[src/rtl/cache_bus_arbiter_pkg.sv]
// Shared cache-bus types and arbiter FSM encodings used by the arbiter, its
// interface and its picker.
package cache_bus_arbiter_pkg;

    typedef struct packed {
        logic        valid;
        logic        we;
        logic [31:0] addr;
        logic [3:0]  wstrb;
        logic [31:0] wdata;
    } cache_bus_req_t;

    typedef struct packed {
        logic        ready;
        logic        data_ok;
        logic        data_last;
        logic [31:0] rdata;
    } cache_bus_resp_t;

    typedef enum logic [1:0] {
        ARB_IDLE = 2'd0,
        ARB_ADDR = 2'd1,
        ARB_DATA = 2'd2
    } cache_arb_state_e;

    // Plain-constant copies of cache_arb_state_e for legacy tools.
    localparam logic [1:0] ST_IDLE = 2'd0;
    localparam logic [1:0] ST_ADDR = 2'd1;
    localparam logic [1:0] ST_DATA = 2'd2;

endpackage

[src/rtl/cache_bus_arbiter_if.sv]
// Bundle of upstream/downstream cache-bus signals around the arbiter.
// slave = arbiter view, master = environment (masters + downstream port) view.
interface cache_bus_arbiter_if #(
    parameter int PORT_NUM = 4
);
    import cache_bus_arbiter_pkg::*;

    cache_bus_req_t  [PORT_NUM-1:0] req_i;
    cache_bus_resp_t [PORT_NUM-1:0] resp_o;
    cache_bus_req_t                 req_o;
    cache_bus_resp_t                resp_i;
    logic            [PORT_NUM-1:0] grant_o;

    modport slave  (input  req_i, resp_i, output resp_o, req_o, grant_o);
    modport master (output req_i, resp_i, input  resp_o, req_o, grant_o);

endinterface

[src/rtl/cache_bus_arbiter_rr_picker.sv]
// rr_picker: combinational one-hot priority picker; the search starts at
// i_base and wraps modulo N, so base 0 gives plain lowest-index priority.
module cache_bus_arbiter_rr_picker #(
    parameter int N  = 4,
    parameter int IW = $clog2(N)
) (
    input  logic [N-1:0]  i_req,
    input  logic [IW-1:0] i_base,
    output logic [N-1:0]  o_gnt,
    output logic [IW-1:0] o_idx
);
    logic [IW:0]   w_sum;
    logic [IW-1:0] w_pos;
    logic          w_found;

    always_comb begin
        o_gnt   = '0;
        o_idx   = '0;
        w_found = 1'b0;
        w_sum   = '0;
        w_pos   = '0;
        for (int i = 0; i < N; i++) begin
            w_sum = {1'b0, i_base} + (IW+1)'(i);
            if (w_sum >= (IW+1)'(N)) begin
                w_sum = w_sum - (IW+1)'(N);
            end
            w_pos = w_sum[IW-1:0];
            if (!w_found && i_req[w_pos]) begin
                o_gnt[w_pos] = 1'b1;
                o_idx        = w_pos;
                w_found      = 1'b1;
            end
        end
    end

endmodule

[src/rtl/cache_bus_arbiter.sv]
// PORT_NUM-to-1 cache-bus arbiter, one transaction in flight, round-robin or
// fixed priority with starvation promotion. CACHE_ARB_PERF_EN adds perf counters.
module cache_bus_arbiter
    import cache_bus_arbiter_pkg::*;
#(
    parameter int PORT_NUM = 4,
    parameter int RR_MODE  = 1,
    parameter int MAX_WAIT = 64
) (
    input  logic               clk,
    input  logic               rst_n,
    cache_bus_arbiter_if.slave bus_if
`ifdef CACHE_ARB_PERF_EN
    ,
    output logic [PORT_NUM-1:0][31:0] perf_grant_o,
    output logic [PORT_NUM-1:0][31:0] perf_wait_o
`endif
);
    localparam int IW = $clog2(PORT_NUM);
    localparam int CW = $clog2(MAX_WAIT + 1);

    logic [1:0]          r_state;
    logic [PORT_NUM-1:0] r_grant;
    logic [IW-1:0]       r_owner;
    logic [IW-1:0]       r_last_owner;

    logic [PORT_NUM-1:0] w_valid;
    logic [PORT_NUM-1:0] w_starved;
    logic [PORT_NUM-1:0] w_pick_req;
    logic [PORT_NUM-1:0] w_pick_gnt;
    logic [IW-1:0]       w_pick_idx;
    logic [IW-1:0]       w_base;
    logic                w_idle;
    logic                w_done;

    assign w_idle = (r_state == ST_IDLE);
    assign w_done = bus_if.resp_i.data_ok && bus_if.resp_i.data_last &&
                    (((r_state == ST_ADDR) && bus_if.resp_i.ready) || (r_state == ST_DATA));

    // Starved ports (fixed mode only) pre-empt everyone; ties go to the lowest index.
    assign w_pick_req = ((RR_MODE == 0) && (|w_starved)) ? w_starved : w_valid;
    assign w_base     = (RR_MODE == 0) ? '0 :
                        (r_last_owner == IW'(PORT_NUM - 1)) ? '0 : r_last_owner + IW'(1);

    cache_bus_arbiter_rr_picker #(
        .N  (PORT_NUM),
        .IW (IW)
    ) u_picker (
        .i_req  (w_pick_req),
        .i_base (w_base),
        .o_gnt  (w_pick_gnt),
        .o_idx  (w_pick_idx)
    );

    always_ff @(posedge clk or negedge rst_n) begin
        if (!rst_n) begin
            r_state      <= ST_IDLE;
            r_grant      <= '0;
            r_owner      <= '0;
            r_last_owner <= IW'(PORT_NUM - 1);
        end else begin
            case (r_state)
                ST_IDLE: begin
                    if (|w_valid) begin
                        r_state <= ST_ADDR;
                        r_grant <= w_pick_gnt;
                        r_owner <= w_pick_idx;
                    end
                end
                ST_ADDR, ST_DATA: begin
                    if (w_done) begin
                        r_state      <= ST_IDLE;
                        r_grant      <= '0;
                        r_last_owner <= r_owner;
                    end else if (bus_if.resp_i.ready) begin
                        r_state <= ST_DATA;
                    end
                end
                default: r_state <= ST_IDLE;
            endcase
        end
    end

    assign bus_if.grant_o = r_grant;
    assign bus_if.req_o   = (|r_grant) ? bus_if.req_i[r_owner] : '0;

    generate
        for (genvar gi = 0; gi < PORT_NUM; gi++) begin : g_port
            logic [CW-1:0] r_wait;

            assign w_valid[gi]        = bus_if.req_i[gi].valid;
            assign w_starved[gi]      = w_valid[gi] && (r_wait == CW'(MAX_WAIT));
            assign bus_if.resp_o[gi]  = r_grant[gi] ? bus_if.resp_i : '0;

            always_ff @(posedge clk or negedge rst_n) begin
                if (!rst_n) begin
                    r_wait <= '0;
                end else if (!w_valid[gi] || r_grant[gi] || (w_idle && w_pick_gnt[gi])) begin
                    r_wait <= '0;
                end else if (r_wait != CW'(MAX_WAIT)) begin
                    r_wait <= r_wait + CW'(1);
                end
            end

`ifdef CACHE_ARB_PERF_EN
            logic [31:0] r_perf_grant;
            logic [31:0] r_perf_wait;

            always_ff @(posedge clk or negedge rst_n) begin
                if (!rst_n) begin
                    r_perf_grant <= '0;
                    r_perf_wait  <= '0;
                end else begin
                    if (w_done && r_grant[gi]) begin
                        r_perf_grant <= r_perf_grant + 32'd1;
                    end
                    if (w_valid[gi] && !r_grant[gi]) begin
                        r_perf_wait <= r_perf_wait + 32'd1;
                    end
                end
            end

            assign perf_grant_o[gi] = r_perf_grant;
            assign perf_wait_o[gi]  = r_perf_wait;
`endif
        end
    endgenerate

endmodule

[src/flat_wrapper.sv]
// flat-port wrapper written by rule: the top's interface ports become plain ports
module cache_bus_arbiter_flat import cache_bus_arbiter_pkg::*;
#(
    parameter int PORT_NUM = 4,
    parameter int RR_MODE  = 1,
    parameter int MAX_WAIT = 64
)
  (clk, rst_n, bus_if_req_i, bus_if_resp_i, bus_if_resp_o, bus_if_req_o, bus_if_grant_o);
  cache_bus_arbiter_if #(.PORT_NUM(PORT_NUM)) bus_if_i ();
  input  logic clk;
  input  logic rst_n;
  input wire logic [$bits(bus_if_i.req_i)-1:0] bus_if_req_i;
  input wire logic [$bits(bus_if_i.resp_i)-1:0] bus_if_resp_i;
  output wire logic [$bits(bus_if_i.resp_o)-1:0] bus_if_resp_o;
  output wire logic [$bits(bus_if_i.req_o)-1:0] bus_if_req_o;
  output wire logic [$bits(bus_if_i.grant_o)-1:0] bus_if_grant_o;
  assign bus_if_i.req_i = bus_if_req_i;
  assign bus_if_i.resp_i = bus_if_resp_i;
  assign bus_if_resp_o = bus_if_i.resp_o;
  assign bus_if_req_o = bus_if_i.req_o;
  assign bus_if_grant_o = bus_if_i.grant_o;
  cache_bus_arbiter #(.PORT_NUM(PORT_NUM), .RR_MODE(RR_MODE), .MAX_WAIT(MAX_WAIT)) u_core (.clk(clk), .rst_n(rst_n), .bus_if(bus_if_i));
endmodule
[config.mk]
export PLATFORM = sky130hd
export DESIGN_NAME = cache_bus_arbiter_flat
export DESIGN_NICKNAME = d
export VERILOG_FILES = /design/src/rtl/cache_bus_arbiter_pkg.sv /design/src/rtl/cache_bus_arbiter_if.sv /design/src/rtl/cache_bus_arbiter_rr_picker.sv /design/src/rtl/cache_bus_arbiter.sv /design/src/flat_wrapper.sv
export SDC_FILE = /design/constraint.sdc
export NUM_CORES = 1
export LEC_CHECK = 0
export CORE_AREA = 2 2 208 210
export DETAILED_ROUTE_END_ITERATION = 16
export DIE_AREA = 0 0 210 212
export HOLD_SLACK_MARGIN = 0.1
export PLACE_DENSITY = 0.45
export REMOVE_ABC_BUFFERS = 1
export SKIP_CTS_REPAIR_TIMING = 1
export SYNTH_ARGS = -nofsm -noshare
export SYNTH_HDL_FRONTEND = slang
export SYNTH_SLANG_ARGS = --single-unit
[constraint.sdc]
create_clock -name clk -period 2.1 [get_ports clk]
set_input_delay 0.42 -clock clk [delete_from_list [all_inputs] [get_ports clk]]
set_output_delay 0.42 -clock clk [all_outputs]
set_load 0.05 [all_outputs]
==> flow_metrics.py, run 1 <==
metrics = {
    "status": {
        "outcome": "finished, violations left",
        "violations": "setup timing",
    },
    "place": {
        "place_hpwl_mm": 24.47,
        "numPortBuffers": 530,
        "gp_congestion": 0.8087,
        "pre_cts_ws_ps": -284.8,
        "place_area_um2": 12210,
    },
    "drt": {
        "wl_per_cell_um": 18.94,
        "vias_per_cell": 3.640,
        "dr_wl_met3_mm": 1.407,
        "first_pass_iters": 4,
        "ant_nets": 0,
        "drcViolationCount": 0,
        "top_layer": "met4",
        "wl_mm": 29.16,
        "vias": 5602,
        "wirelength_met1_mm": 11.79,
        "first_iter_violations": 250,
        "wl_met2_mm": 15.90,
    },
    "timing": {
        "fin_ws_ps": -210.4,
        "max_slew.worst_pin.slew_ps": 469.8,
        "grt_setup_unrepaired": "true",
        "slew_viol_final": 0,
        "setup_viol": 69,
        "timing.hold.ws_ps": 508.6,
        "hold_viol": 0,
        "fmax_mhz": 432.8,
        "maxSlewHeadroom_pct": 68.58,
        "fin_crit_sh_pct": 110.0,
        "clock-skew-final_ps": 2.499,
        "fin_crit_ps": 2310,
    },
    "synthesis": {
        "postSynthAreaPerCell_um2": 9.390,
        "synth-seq-area-share_pct": 6.378,
        "synth_warnings": 0,
        "async_flop_share_pct": 100.0,
        "ys_ff_latch": 10,
        "ys_top_cells_by_area": "mux4_2 39%, and2_1 23%, nor2b_1 11%",
        "synth_top_area_share_pct": 39.22,
        "synth.most_common_cell": "and2_1",
        "syn_area_um2": 3963,
        "synth-xor-area-share_pct": 0,
        "yosysTopAreaCell": "mux4_2",
        "synth_edf_count": 0,
        "synth_compound_area_share_pct": 5.968,
        "synth_top_family_by_area": "multiplexers",
        "synth_adder_area_share_pct": 3.473,
        "synth_flop_cell": "dfrtp_1",
        "synth.distinct_cells": 44,
        "synth_cells": 422,
        "synthSimpleGateAreaFrac_pct": 38.62,
        "synthMuxAreaShare_pct": 40.99,
        "synth_common_cells": "144 x and2_1, 70 x nor2b_1, 69 x mux4_2, 30 x clkbuf_1",
    },
    "floorplan": {
        "start_util_pct": 9.322,
        "dieArea_um2": 44520,
        "pin_count": 531,
        "core_area_um2": 42510,
        "dieHeight_um": 212,
        "fp.dieW_um": 210,
        "row_count": 76,
    },
    "global_routing": {
        "grt_pass1_vias": 5484,
        "grt_max_degree": 71,
        "grt_use_total_pct": 11.70,
        "grt-ovfl-total": 0,
        "grt_pass1_wl_mm": 38.88,
        "antenna_found_initial": 0,
    },
    "setup_path": {
        "worst_setup_path_end_kind": "output pin",
        "crit_path_top_delay_cell": "mux4_2",
        "cp_cell_sequence": "buf_12, buf_12, mux4_2, nor2b_1, buf_12",
        "worstPathArrival_ps": 1890,
        "required_ps": 1680,
        "start_kind": "flop",
        "crit_top_cell": "buf_12",
        "critPathKind": "flop to output pin",
        "cp_max_fo": 11,
        "slowest_delay_ps": 500,
    },
    "layout": {
        "num_antenna_cells": 0,
        "syn_to_final_growth_pct": 222.2,
        "fin_nets": 1322,
        "drive_gt1_share_pct": 40.79,
        "design_area_um2": 12770,
        "multi_input_area_um2": 3752,
        "nFillCells": 4297,
        "seqCellArea_um2": 260.3,
    },
    "cts": {
        "clock_path_buffers": 2,
        "cts-root-buf": "clkbuf_16",
        "htreeDepth": 1,
        "cts_tree": "yes",
        "cts_buffers": 3,
        "clock_sinks": 10,
        "worstSkewPairLatency_ps": 240,
        "cts.clk_slew.worst_paths_ps": 40,
    },
    "worst_hold_path": {
        "hp-class": "input pin to asynchronous set/reset pin",
    },
    "power_and_ir_drop": {
        "fin_total_pwr_uw": 21050,
        "ir_drop_v": 0.0007114,
        "power.leakage_uw": 0.004994,
        "power_density_nw_per_um2": 1649,
    },
    "job": {
        "drv_cap": 0,
    },
}
-- metrics by stage --
step	util, %	cells	setup TNS, ps
2_1_floorplan	-	382	-393740
5_1_grt	30.04	1539	-14540
3_5_place_dp	28.71	1520	-1689
6_report	30.04	1539	-10390
3_3_place_gp	28.71	1520	-1545
4_1_cts	28.90	1524	-13680
-- report_power, final --
part,internal (µW),total [µW],switching [µW]
Clock,255,346,91.7
Sequential,324,490,166
Combinational,9680,20200,10500
-- final timing paths --
path / from / to / slack [ps] / cells past startpoint
max reg2reg: u_core.r_last_owner[0] / u_core.bus_if.grant_o[0] / 20 / 7
min in group clk: u_core.r_state[0] / u_core.r_state[0] / 560 / 2
max: u_core.r_owner[0] / bus_if_req_o[8] / -210 / 5
min reg2reg: u_core.r_state[0] / u_core.r_state[0] / 560 / 2
max in group asynchronous: rst_n / u_core.r_owner[0] / 1230 / 1
min: rst_n / u_core.r_state[0] / 510 / 1
-- final cells by class --
| cell class | instances | area share [%] |
|---|---|---|
| multi-input cells | 368 | 29.39 |
| well taps | 546 | 5.350 |
| flip-flops and latches | 10 | 2.038 |
| clock buffers | 4 | 0.6173 |
| inverters | 4 | 0.1372 |
| repair buffers | 607 | 62.47 |
-- cells by family after synthesis --
group | after synthesis
adders and majority gates | 11
buffers and inverters | 44
DFF | 10
AOI/OAI and AO/OA | 33
muxes | 74
and+or+nand+nor | 250
-- sequential cells by signal, summed over array words and instances (netlist names) --
signal,cells
u_core.bus_if.grant_o,4
u_core.r_last_owner,2
u_core.r_state,2
u_core.r_owner,2
-- cell usage in the layout (no fill, tap or decap), types with 5 or more instances in the layout --
cell             netlist  layout
nor2b_1               70      59
nand2_1               11      11
a21oi_1                5       5
dfrtp_1                8       6
o21ai_0                7       7
buf_4                  0      67
buf_6                  1      21
and2_1               144     144
mux4_2                69      69
buf_12                 0     199
clkdlybuf4s50_1        0     312
clkbuf_16              0       6
nor2b_4                0       8
ha_1                  11       8
-- routing by layer --
layer  up-vias  GRT usage [%]
li1       2665              -
met4         0         0.7337
met5         -              0
met3         5          1.743
met1      2734          14.71
met2       198          21.96
-- worst max-delay path, delay by kind of cell (launching register included) --
family / cells / cell delay [ps]
DFF: 1 / 480
muxes: 1 / 500
buffers and inverters: 3 / 480
and+or+nand+nor: 1 / 170
Note: power is estimated with default switching activity, not from simulation.
==> inputs of run 2 (changes only) <==
--- a/config.mk
+++ b/config.mk
@@ -9,7 +9,7 @@
 export DETAILED_ROUTE_END_ITERATION = 16
 export DIE_AREA = 0 0 210 212
 export HOLD_SLACK_MARGIN = 0.1
-export PLACE_DENSITY = 0.45
+export PLACE_DENSITY = 0.35
 export REMOVE_ABC_BUFFERS = 1
 export SKIP_CTS_REPAIR_TIMING = 1
 export SYNTH_ARGS = -nofsm -noshare
==> run 2 against run 1 <==
  * The flow still finishes with violations (setup timing)
  * Flip-flop and latch count stayed put
  * Clock skew grew 8.0 ps
  * First-iteration DRC count decreased by 35%
  * Highest routed layer unchanged
==> flow_metrics.py, run 2 (synthesis results as in run 1) <==
metrics = {
    "timing": {
        "clock-skew-final_ps": 10.54,
        "fin_crit_ps": 2293,
        "grt_setup_unrepaired": "true",
        "timing.hold.ws_ps": 555.4,
        "fmax_mhz": 436.0,
        "max_slew.worst_pin.slew_ps": 602.4,
        "maxSlewHeadroom_pct": 59.72,
        "hold_viol": 0,
        "fin_ws_ps": -193.4,
        "slew_viol_final": 0,
        "setup_viol": 70,
        "fin_crit_sh_pct": 109.2,
    },
    "status": {
        "outcome": "finished, violations left",
        "violations": "setup timing",
    },
    "place": {
        "gp_congestion": 0.7882,
        "numPortBuffers": 530,
        "place_inst": 1520,
        "place_hpwl_mm": 27.68,
        "pre_cts_ws_ps": -288.7,
    },
    "layout": {
        "multi_input_area_um2": 3731,
        "largest_reg_flops": 4,
        "fin_nets": 1332,
        "nFillCells": 4404,
        "syn_to_final_growth_pct": 215.3,
        "final_common_cell": "clkdlybuf4s50_1",
        "instances_no_fill": 1549,
        "final_cell_mix": "312 x clkdlybuf4s50_1, 156 x buf_12, 144 x and2_1",
        "num_antenna_cells": 0,
        "drive_gt1_share_pct": 41.58,
        "fin_util_pct": 29.40,
        "seqCellArea_um2": 260.3,
    },
    "cts": {
        "htreeDepth": 1,
        "worstSkewPairLatency_ps": 250,
        "clock_sinks": 10,
        "cts.clk_slew.worst_paths_ps": 50,
        "cts_tree": "yes",
        "clock_path_buffers": 2,
        "cts-root-buf": "clkbuf_16",
        "cts_buffers": 3,
    },
    "floorplan": {
        "pin_count": 531,
        "start_util_pct": 9.322,
        "fp.dieW_um": 210,
        "core_area_um2": 42510,
        "row_count": 76,
        "dieArea_um2": 44520,
        "dieHeight_um": 212,
    },
    "setup_path": {
        "reg2reg_slack_ps": 10,
        "worst_setup_path_end_kind": "output pin",
        "start_kind": "flop",
        "cp_max_fo": 18,
        "reg2reg_depth": 7,
        "r2r_end": "u_core.bus_if.grant_o[1]",
        "critPathKind": "flop to output pin",
        "crit_path_start": "u_core.r_owner[0]",
        "endpoint": "bus_if_req_o[51]",
        "worstPathArrival_ps": 1870,
        "regToRegStartpoint": "u_core.r_last_owner[0]",
        "required_ps": 1680,
    },
    "drt": {
        "drcViolationCount": 0,
        "first_iter_violations": 162,
        "vias": 5704,
        "wl_per_cell_um": 21.43,
        "wl_mm": 33.20,
        "first_pass_iters": 4,
        "vias_per_cell": 3.682,
        "ant_nets": 0,
    },
    "worst_hold_path": {
        "hp-class": "input pin to asynchronous set/reset pin",
    },
    "global_routing": {
        "grt_max_degree": 38,
        "grt_pass1_vias": 5667,
        "grt_use_total_pct": 13.50,
        "grt-ovfl-total": 0,
        "antenna_found_initial": 1,
        "grt_pass1_wl_mm": 43.76,
    },
    "power_and_ir_drop": {
        "power.leakage_uw": 0.004902,
        "ir_drop_v": 0.0005078,
        "power_density_nw_per_um2": 1625,
        "fin_total_pwr_uw": 20300,
    },
    "job": {
        "drv_cap": 0,
    },
}
[run 2: worst max-delay path: stages (launching register included)]
cell	delay, ps
dfrtp_4	480
buf_12	180
buf_4	130
mux4_2	500
nor2b_1	160
buf_6	150
[run 2: final cells by class]
class,instances,share of cell area (%)
inverter,4,0.1602
multi-input combinational,368,29.86
timing repair buffer,617,61.72
tap,546,5.467
clock buffer,4,0.7109
sequential,10,2.083
[run 2: worst min path at each step]
| stage | start | end | slack, ps | depth (start not counted) |
|---|---|---|---|---|
| 3_3_place_gp | u_core.r_state[0] | u_core.r_state[0] | 560 | 2 |
| 4_1_cts | u_core.r_state[0] | u_core.r_state[0] | 570 | 2 |
| 6_report | rst_n | u_core.bus_if.grant_o[3] | 560 | 1 |
| 2_1_floorplan | rst_n | u_core.bus_if.grant_o[0] | 120 | 0 |
| 5_1_grt | rst_n | u_core.bus_if.grant_o[3] | 600 | 1 |
| 3_5_place_dp | u_core.r_state[0] | u_core.r_state[0] | 560 | 2 |
[run 2: report_power, final]
part           switching, µW  internal, µW  total, µW
logic                  10600          8800      19400
clock network            112           288        400
registers                170           324        494
[run 2: per-stage QoR]
step                      area [µm²]  setup TNS [ps]
after floorplan                 3796         -393740
after global placement         11630           -1935
after detailed placement       11630           -1916
after CTS                      11720          -13880
after global routing           12500          -13940
final                          12500           -9845
[run 2: metal layers]
layer	GRT usage (%)	part of all wire, %	wire length (µm)	vias up
met1	15.39	37	12300	2771
met4	0.2935	0.68	225	0
met5	0	0	0	-
met3	2.467	5.3	1746	10
met2	27.24	57	18930	226
li1	-	-	-	2697
==> inputs of run 3 (changes only) <==
--- a/config.mk
+++ b/config.mk
@@ -9,6 +9,7 @@
 export DETAILED_ROUTE_END_ITERATION = 16
 export DIE_AREA = 0 0 210 212
 export HOLD_SLACK_MARGIN = 0.1
+export MAX_ROUTING_LAYER = met4
 export PLACE_DENSITY = 0.35
 export REMOVE_ABC_BUFFERS = 1
 export SKIP_CTS_REPAIR_TIMING = 1
==> run 3 against run 2 <==
  * Final area decreased by 0.62%
  * Flip-flop and latch count did not move
  * Cell count fell by 0.19%
  * Critical path type unchanged
  * Utilization is 0.18 points lower
  * Register-to-register slack about the same
  * Worst hold slack better by 1.6 ps
  * The run still ends with setup timing left
  * Power fell by 0.96%
  * Sequential power is 0.8% higher
  * Critical endpoint is now bus_if_req_o[11]
  * Die area is the same
  * Highest routed layer unchanged
  * Sequential share of layout area barely moved
  * Maximum frequency shrank 0.27%
  * Routed wire length shrank 0.39%
==> flow_metrics.py, run 3 (synthesis results as in run 1) <==
metrics = {
    "place": {
        "place_inst": 1520,
        "place_area_um2": 11630,
        "gp_congestion": 0.7997,
        "place_hpwl_mm": 27.68,
        "numPortBuffers": 530,
    },
    "floorplan": {
        "start_util_pct": 9.322,
        "core_area_um2": 42510,
        "row_count": 76,
        "fp.dieW_um": 210,
        "pin_count": 531,
        "dieHeight_um": 212,
        "dieArea_um2": 44520,
    },
    "drt": {
        "dr_wl_met3_mm": 1.760,
        "vias": 5692,
        "wl_mm": 33.07,
        "top_layer": "met4",
        "wl_met2_mm": 18.91,
        "first_iter_violations": 191,
        "vias_per_cell": 3.682,
        "wirelength_met1_mm": 12.16,
        "drcViolationCount": 0,
        "first_pass_iters": 4,
        "ant_nets": 0,
        "wl_per_cell_um": 21.39,
    },
    "cts": {
        "cts_buffers": 3,
        "cts_tree": "yes",
        "cts-root-buf": "clkbuf_16",
        "clock_path_buffers": 2,
        "worstSkewPairLatency_ps": 250,
        "clock_sinks": 10,
        "cts.clk_slew.worst_paths_ps": 50,
        "htreeDepth": 1,
    },
    "setup_path": {
        "crit_path_top_delay_cell": "dfrtp_4",
        "slowest_delay_ps": 490,
        "required_ps": 1680,
        "cp_cell_sequence": "buf_12, buf_4, mux4_2, nor2b_1, buf_6",
        "worst_setup_path_end_kind": "output pin",
        "crit_path_start": "u_core.r_owner[0]",
        "cp_top_family": "flip-flops",
        "regToRegStartpoint": "u_core.r_last_owner[0]",
        "crit_buf_inv": 3,
        "start_kind": "flop",
        "cp_max_fo": 19,
        "critPathKind": "flop to output pin",
        "worstPathArrival_ps": 1880,
    },
    "timing": {
        "slew_viol_final": 0,
        "fin_crit_ps": 2299,
        "fin_ws_ps": -199.5,
        "clock-skew-final_ps": 12.24,
        "timing.hold.ws_ps": 557.0,
        "grt_setup_unrepaired": "true",
        "fmax_mhz": 434.9,
        "fin_crit_sh_pct": 109.5,
        "max_slew.worst_pin.slew_ps": 617.4,
        "maxSlewHeadroom_pct": 58.71,
        "setup_viol": 70,
        "hold_viol": 0,
    },
    "layout": {
        "drive_gt1_share_pct": 41.30,
        "instances_no_fill": 1546,
        "design_area_um2": 12420,
        "final_common_cell": "clkdlybuf4s50_1",
        "largest_reg_flops": 4,
        "fin_util_pct": 29.22,
        "fin_nets": 1329,
        "num_antenna_cells": 0,
        "final_cell_mix": "312 x clkdlybuf4s50_1, 154 x buf_12, 144 x and2_1",
        "syn_to_final_growth_pct": 213.4,
    },
    "worst_hold_path": {
        "hp-class": "input pin to asynchronous set/reset pin",
    },
    "power_and_ir_drop": {
        "power_density_nw_per_um2": 1619,
        "ir_drop_v": 0.0005068,
        "power.leakage_uw": 0.004871,
        "fin_total_pwr_uw": 20110,
    },
    "job": {
        "drv_cap": 0,
    },
    "status": {
        "outcome": "finished, violations left",
        "violations": "setup timing",
    },
    "global_routing": {
        "grt_max_degree": 38,
        "antenna_found_initial": 1,
        "grt-ovfl-total": 0,
        "grt_pass1_wl_mm": 43.69,
        "grt_pass1_vias": 5669,
        "grt_use_total_pct": 13.89,
    },
}
[run 3: cell count changes in the layout (fill, tap and decap cells not counted), sizes merged]
cell,before,now
buf,298,296
clkbuf,7,6
[run 3: per-stage QoR]
stage               TNS [ps]  setup slack [ps]
finish                 -9835            -199.5
global route          -14040            -251.3
floorplan            -393740             -5594
CTS                   -13880            -288.6
global placement       -1935            -295.0
detailed placement     -1916            -288.7
[run 3: metal layers]
layer  GRT usage, %  up-vias
li1               -     2688
met1          15.25     2763
met2          27.40      229
met3          2.452       12
met4         0.2935        0
met5              -        -
[run 3: final timing paths]
path                                            end  slack, ps  cells past startpoint
setup / recovery                   bus_if_req_o[11]       -200                      5
hold reg to reg                   u_core.r_state[0]        560                      2
setup reg to reg           u_core.bus_if.grant_o[1]          0                      7
max in group asynchronous         u_core.r_owner[1]       1060                      1
hold / removal             u_core.bus_if.grant_o[3]        560                      1
min in group clk                  u_core.r_state[0]        560                      2
[run 3: cell type report]
type / count / area (µm²)
Tap cell: 546 / 683.2
Inverter: 4 / 20.02
Clock buffer: 4 / 88.84
Fill cell: 4409 / 30090
Sequential cell: 10 / 260.3
Multi-Input combinational cell: 368 / 3734
Timing Repair Buffer: 614 / 7632
[run 3: where the power goes]
| part | total, µW | switching (µW) | internal, µW | leakage, µW |
|---|---|---|---|---|
| clock | 398 | 110 | 288 | 0.0000442 |
| combinational | 19200 | 10600 | 8640 | 0.00471 |
| sequential | 498 | 175 | 324 | 0.000119 |
